==> src/rtl/btn_pkg.sv <==
// btn_pkg: shared state encoding and default 100 MHz timing for button_event
package btn_pkg;
   // 2'd3 is unused and recovers to IDLE
   typedef enum logic [1:0] {IDLE = 2'd0, HELD = 2'd1, LONG = 2'd2} state_t;
   localparam int LONG_CYCLES_DEF   = 50_000_000;
   localparam int REPEAT_CYCLES_DEF = 10_000_000;
endpackage

==> src/rtl/button_event.sv <==
// button_event: turns a debounced button level into press/short/long/repeat/release pulses
//   clk, rst_n        : clock, asynchronous active-low reset
//   btn               : debounced button level
//   repeat_en         : allow repeat pulses while in LONG
//   press             : pulse on the press edge
//   short_release     : pulse on release before the long threshold
//   long_press        : pulse when the hold reaches LONG_CYCLES
//   repeat_pulse      : pulse every REPEAT_CYCLES in LONG with repeat_en
//   long_release      : pulse on release from LONG
//   held              : level, high in HELD or LONG
module button_event
   import btn_pkg::*;
#(
   parameter int LONG_CYCLES   = LONG_CYCLES_DEF,
   parameter int REPEAT_CYCLES = REPEAT_CYCLES_DEF,
   parameter int CNT_W = $clog2((LONG_CYCLES > REPEAT_CYCLES ? LONG_CYCLES : REPEAT_CYCLES) + 1)
) (
   input  logic clk,
   input  logic rst_n,
   input  logic btn,
   input  logic repeat_en,
   output logic press,
   output logic short_release,
   output logic long_press,
   output logic repeat_pulse,
   output logic long_release,
   output logic held
);
   localparam logic [CNT_W-1:0] LONG_LAST = CNT_W'(LONG_CYCLES - 1);
   localparam logic [CNT_W-1:0] REP_LAST  = CNT_W'(REPEAT_CYCLES - 1);
   state_t state, state_n;
   logic [CNT_W-1:0] count, count_n;
   logic btn_q, rise;
   logic press_n, short_n, long_n, repeat_n, long_rel_n, held_n;
   assign rise = btn & ~btn_q;
   // btn_q resets high so a button held through reset must be released before it can press
   always_ff @(posedge clk or negedge rst_n) begin
      if (!rst_n) begin
         state         <= IDLE;
         count         <= '0;
         btn_q         <= 1'b1;
         press         <= 1'b0;
         short_release <= 1'b0;
         long_press    <= 1'b0;
         repeat_pulse  <= 1'b0;
         long_release  <= 1'b0;
         held          <= 1'b0;
      end else begin
         state         <= state_n;
         count         <= count_n;
         btn_q         <= btn;
         press         <= press_n;
         short_release <= short_n;
         long_press    <= long_n;
         repeat_pulse  <= repeat_n;
         long_release  <= long_rel_n;
         held          <= held_n;
      end
   end
   // release is tested before any terminal count, so it always wins
   always_comb begin
      state_n = state;
      count_n = count;
      case (state)
         IDLE: begin
            state_n = rise ? HELD : IDLE;
            count_n = rise ? CNT_W'(1) : '0;
         end
         HELD: begin
            state_n = !btn ? IDLE : (count == LONG_LAST) ? LONG : HELD;
            count_n = (!btn || count == LONG_LAST) ? '0 : count + 1'b1;
         end
         LONG: begin
            state_n = btn ? LONG : IDLE;
            count_n = (!btn || !repeat_en || count == REP_LAST) ? '0 : count + 1'b1;
         end
         default: begin
            state_n = IDLE;
            count_n = '0;
         end
      endcase
   end
   always_comb begin
      press_n    = (state == IDLE) && rise;
      short_n    = (state == HELD) && !btn;
      long_n     = (state == HELD) && btn && (count == LONG_LAST);
      repeat_n   = (state == LONG) && btn && repeat_en && (count == REP_LAST);
      long_rel_n = (state == LONG) && !btn;
      held_n     = (state_n != IDLE);
   end
endmodule

==> config.mk <==
export PLATFORM = sky130hd
export DESIGN_NAME = button_event
export DESIGN_NICKNAME = d
export VERILOG_FILES = /design/src/rtl/btn_pkg.sv /design/src/rtl/button_event.sv
export SDC_FILE = /design/constraint.sdc
export NUM_CORES = 1
export LEC_CHECK = 0
export ABC_AREA = 0
export BUFFER_PORTS_ARGS = -buffer_cell sky130_fd_sc_hd__buf_4
export CAP_MARGIN = 20
export CORE_ASPECT_RATIO = 0.7
export CORE_UTILIZATION = 40
export CTS_BUF_LIST = sky130_fd_sc_hd__clkbuf_8 sky130_fd_sc_hd__clkbuf_16
export CTS_CLUSTER_SIZE = 12
export DETAILED_ROUTE_END_ITERATION = 10
export GPL_TIMING_DRIVEN = 0
export HOLD_SLACK_MARGIN = 0.03
export PLACE_DENSITY = 0.53
export SLEW_MARGIN = 10
export SYNTH_ARGS = -nofsm -noshare
export SYNTH_HDL_FRONTEND = slang
export SYNTH_SLANG_ARGS = --single-unit
==> constraint.sdc <==
create_clock -name clk -period 6.6 [get_ports clk]
set_input_delay 1.32 -clock clk [delete_from_list [all_inputs] [get_ports clk]]
set_output_delay 1.32 -clock clk [all_outputs]
set_load 0.02 [all_outputs]
==> metrics.cfg <==
[floorplanning]
die_w_um = 82.6
start_util = 0.418
dieArea_um2 = 4830
coreArea_um2 = 4350
fp.dieH_um = 58.4
core.rowCount = 20
io_pins = 10

[power]
swShare = 0.230
pwr-share-seq = 0.550
peakVddDrop_v = 0.000103
cellInternalPower_mw = 0.309
power.total_mw = 0.401
power.leakage_nw = 0.768
pwr-share-clk = 0.394
p_per_area_nw_per_um2 = 196
share_comb_of_total_power = 0.056
power.net_switching_mw = 0.0922

[worst_hold_path]
min_path_type = register to register
min_delay_path_depth = 1
min_to = held$_DFF_PN0_
hp-start = btn_q$_DFF_PN1_

[route]
drt_wl_total_um = 4150
detail-route-antenna-nets = 0
drc = 0
firstDrtPassIters = 4
wl_per_cell_um = 16.5
num_vias = 1480
vias_per_cell = 5.90
drt_iter0_drc = 96

[grt]
antenna_found_initial = 0
grt.total_usage = 0.195
grt_pass1_wl_um = 6840
grt-ovfl-total = 0
grt_max_degree = 36
grt_pass1_vias = 1396

[worst_setup_path]
r2r_start = count[14]$_DFF_PN0_
critPathMaxStageDelay_ns = 0.32
worst_path_most_repeated_cell = clkbuf_1
cp.required_ns = 6.79
r2r_end = count[18]$_DFF_PN0_
critPathSlowestCell = a31o_2
reg2regPathDepth = 5
ff2ff_setup_slack_ns = 4.02
cp_max_fo = 10
cp.arrival_ns = 2.78
start_kind = primary input
crit_chain = buf_4, clkbuf_1, nand3_1, a31o_2, clkbuf_1, a22oi_1
crit_type = primary input to register
end_kind = register

[timing]
fin_tns_setup_ns = 0
tightest_slew_ns = 0.551
relSlewSlack = 0.632
fmax_mhz = 386
slew_viol_final = 0
rsz0062_at_grt = false
setup_viol_count_final = 0
fin_crit_sh = 0.392
finClkSkew_ns = 0.00621
post-route-min-period_ns = 2.59
hold_viol = 0
setup_ws_ns = 4.01

[run_status]
outcome = finished, final reports clean

[logic_synthesis]
ys_seq_area_frac = 0.482
synth_cells = 179
yosysMostFrequentCell = dfrtp_1
yosys_warnings = 0
synth_top_area_cell = dfrtp_1
synth.distinct_cells = 39
synth_fp_nets = 184
synth_area_leaders = dfrtp_1 (47%), xnor2_1 (4.3%), a21oi_1 (4.1%)
syn_avg_cell_area_um2 = 10.2
ys_top_cells_by_count = dfrtp_1 (34), a21oi_1 (15), nand2_1 (11), nand4_1 (11), a22oi_1 (10)
synth_top_area_frac = 0.468
synthArstFlopShare = 1.00
netlist_area_um2 = 1820
synth_ff_type = dfrtp_1
synth_edf_count = 0
synth_seq_cells = 35

[placement]
gp_congestion = 0.882
port_buffers = 9
post-place-ws_ns = 3.71
dp_hpwl_um = 2990

[cells_and_area]
nets = 200
post-route-util = 0.470
drive_gt1_frac = 0.133
diodes = 0
area_delta_synth_final_pct = 12.5

[clock_network]
cts_tree = built
cts_resized = 0
cts_buffers = 5
holdBufCountCts = 0
worstSkewPairLatency_ns = 0.29
clkTransAtPathRegs_ns = 0.07
cts_root_buf = clkbuf_8
cts_max_level = 2
post_cts_buffers = 0
cts_num_sinks = 35
clockBufferDepth = 2

[run]
maxCapViolCount = 0

## state kept, by name, indices dropped and copies added, names as in the netlist
register and flops:
long_press 1, held 1, long_release 1, btn_q 1
short_release 1, count 26, repeat_pulse 1, state 2
press 1
## logic make-up (layout without fill, tap and decap cells)
logic type / Yosys count / in the layout / synth area share
adders and majority gates: 1 / 1 / 0.00688
and+or+nand+nor: 73 / 73 / 0.243
AOI/OAI and AO/OA: 41 / 41 / 0.161
xor gates and xnor gates: 14 / 14 / 0.0674
buffers and inverters: 15 / 32 / 0.0399
DFF: 35 / 35 / 0.482
## metrics by stage
step	std cells	instance area, um^2	hold WS (ns)
after floorplan	179	1820	0.483
after global placement	243	1960	0.512
after detailed placement	243	1960	0.506
after CTS	251	2050	0.518
after global routing	251	2050	0.526
final	251	2050	0.515
## how the worst max path moves through the flow
stage	start	endpoint	slack, ns	depth (start not counted)
2_1_floorplan	btn	count[17]$_DFF_PN0_	4.14	5
3_3_place_gp	btn	count[18]$_DFF_PN0_	3.70	6
3_5_place_dp	btn	count[18]$_DFF_PN0_	3.71	6
4_1_cts	btn	count[18]$_DFF_PN0_	4.01	6
5_1_grt	count[14]$_DFF_PN0_	count[24]$_DFF_PN0_	3.86	5
6_report	btn	count[18]$_DFF_PN0_	4.01	6
## cell usage in the layout (no fill, tap or decap), drive strengths merged, types with 2 or more instances in the layout
cell / n
nand2b: 2
nand3: 9
buf: 11
a21oi: 15
xor2: 5
o41ai: 2
o31ai: 5
nor3: 2
or4: 10
clkbuf: 14
nor2b: 3
xnor2: 9
or3: 3
nor2: 5
nand2: 11
nor4: 7
nand4: 11
a22oi: 10
and4: 3
or4b: 2
o21ai: 3
inv: 6
dfrtp: 34
## final cells by class
type                    count  area, um^2
plain buffers              10        53.8
clock inverters             2        8.76
repair buffers              9        67.6
clock buffers               6        82.6
inverters                   5        18.8
fillers                   422        2310
flip-flops and latches     35         877
multi-input cells         129         870
well taps                  55        68.8
## power groups by stage
stage	clock network, mW	logic (mW)	registers (mW)
floorplan	0	0.0107	0.226
global placement	0	0.0229	0.224
detailed placement	0	0.0232	0.224
CTS	0.162	0.0232	0.220
global route	0.176	0.0251	0.221
finish	0.158	0.0226	0.220
## critical path, delay by kind of cell
family / cells / cell delay, ns
AOI/OAI and AO/OA: 2 / 0.59
and+or+nand+nor: 1 / 0.20
buffers and inverters: 3 / 0.66
## routing by layer
layer	global-route usage	routed length, um	vias to the layer above
li1	-	-	715
met1	0.290	2090	724
met2	0.279	1790	36
met3	0.0512	231	5
met4	0.0517	38	0
met5	0	0	-
Power figures use the tool's default switching activity.
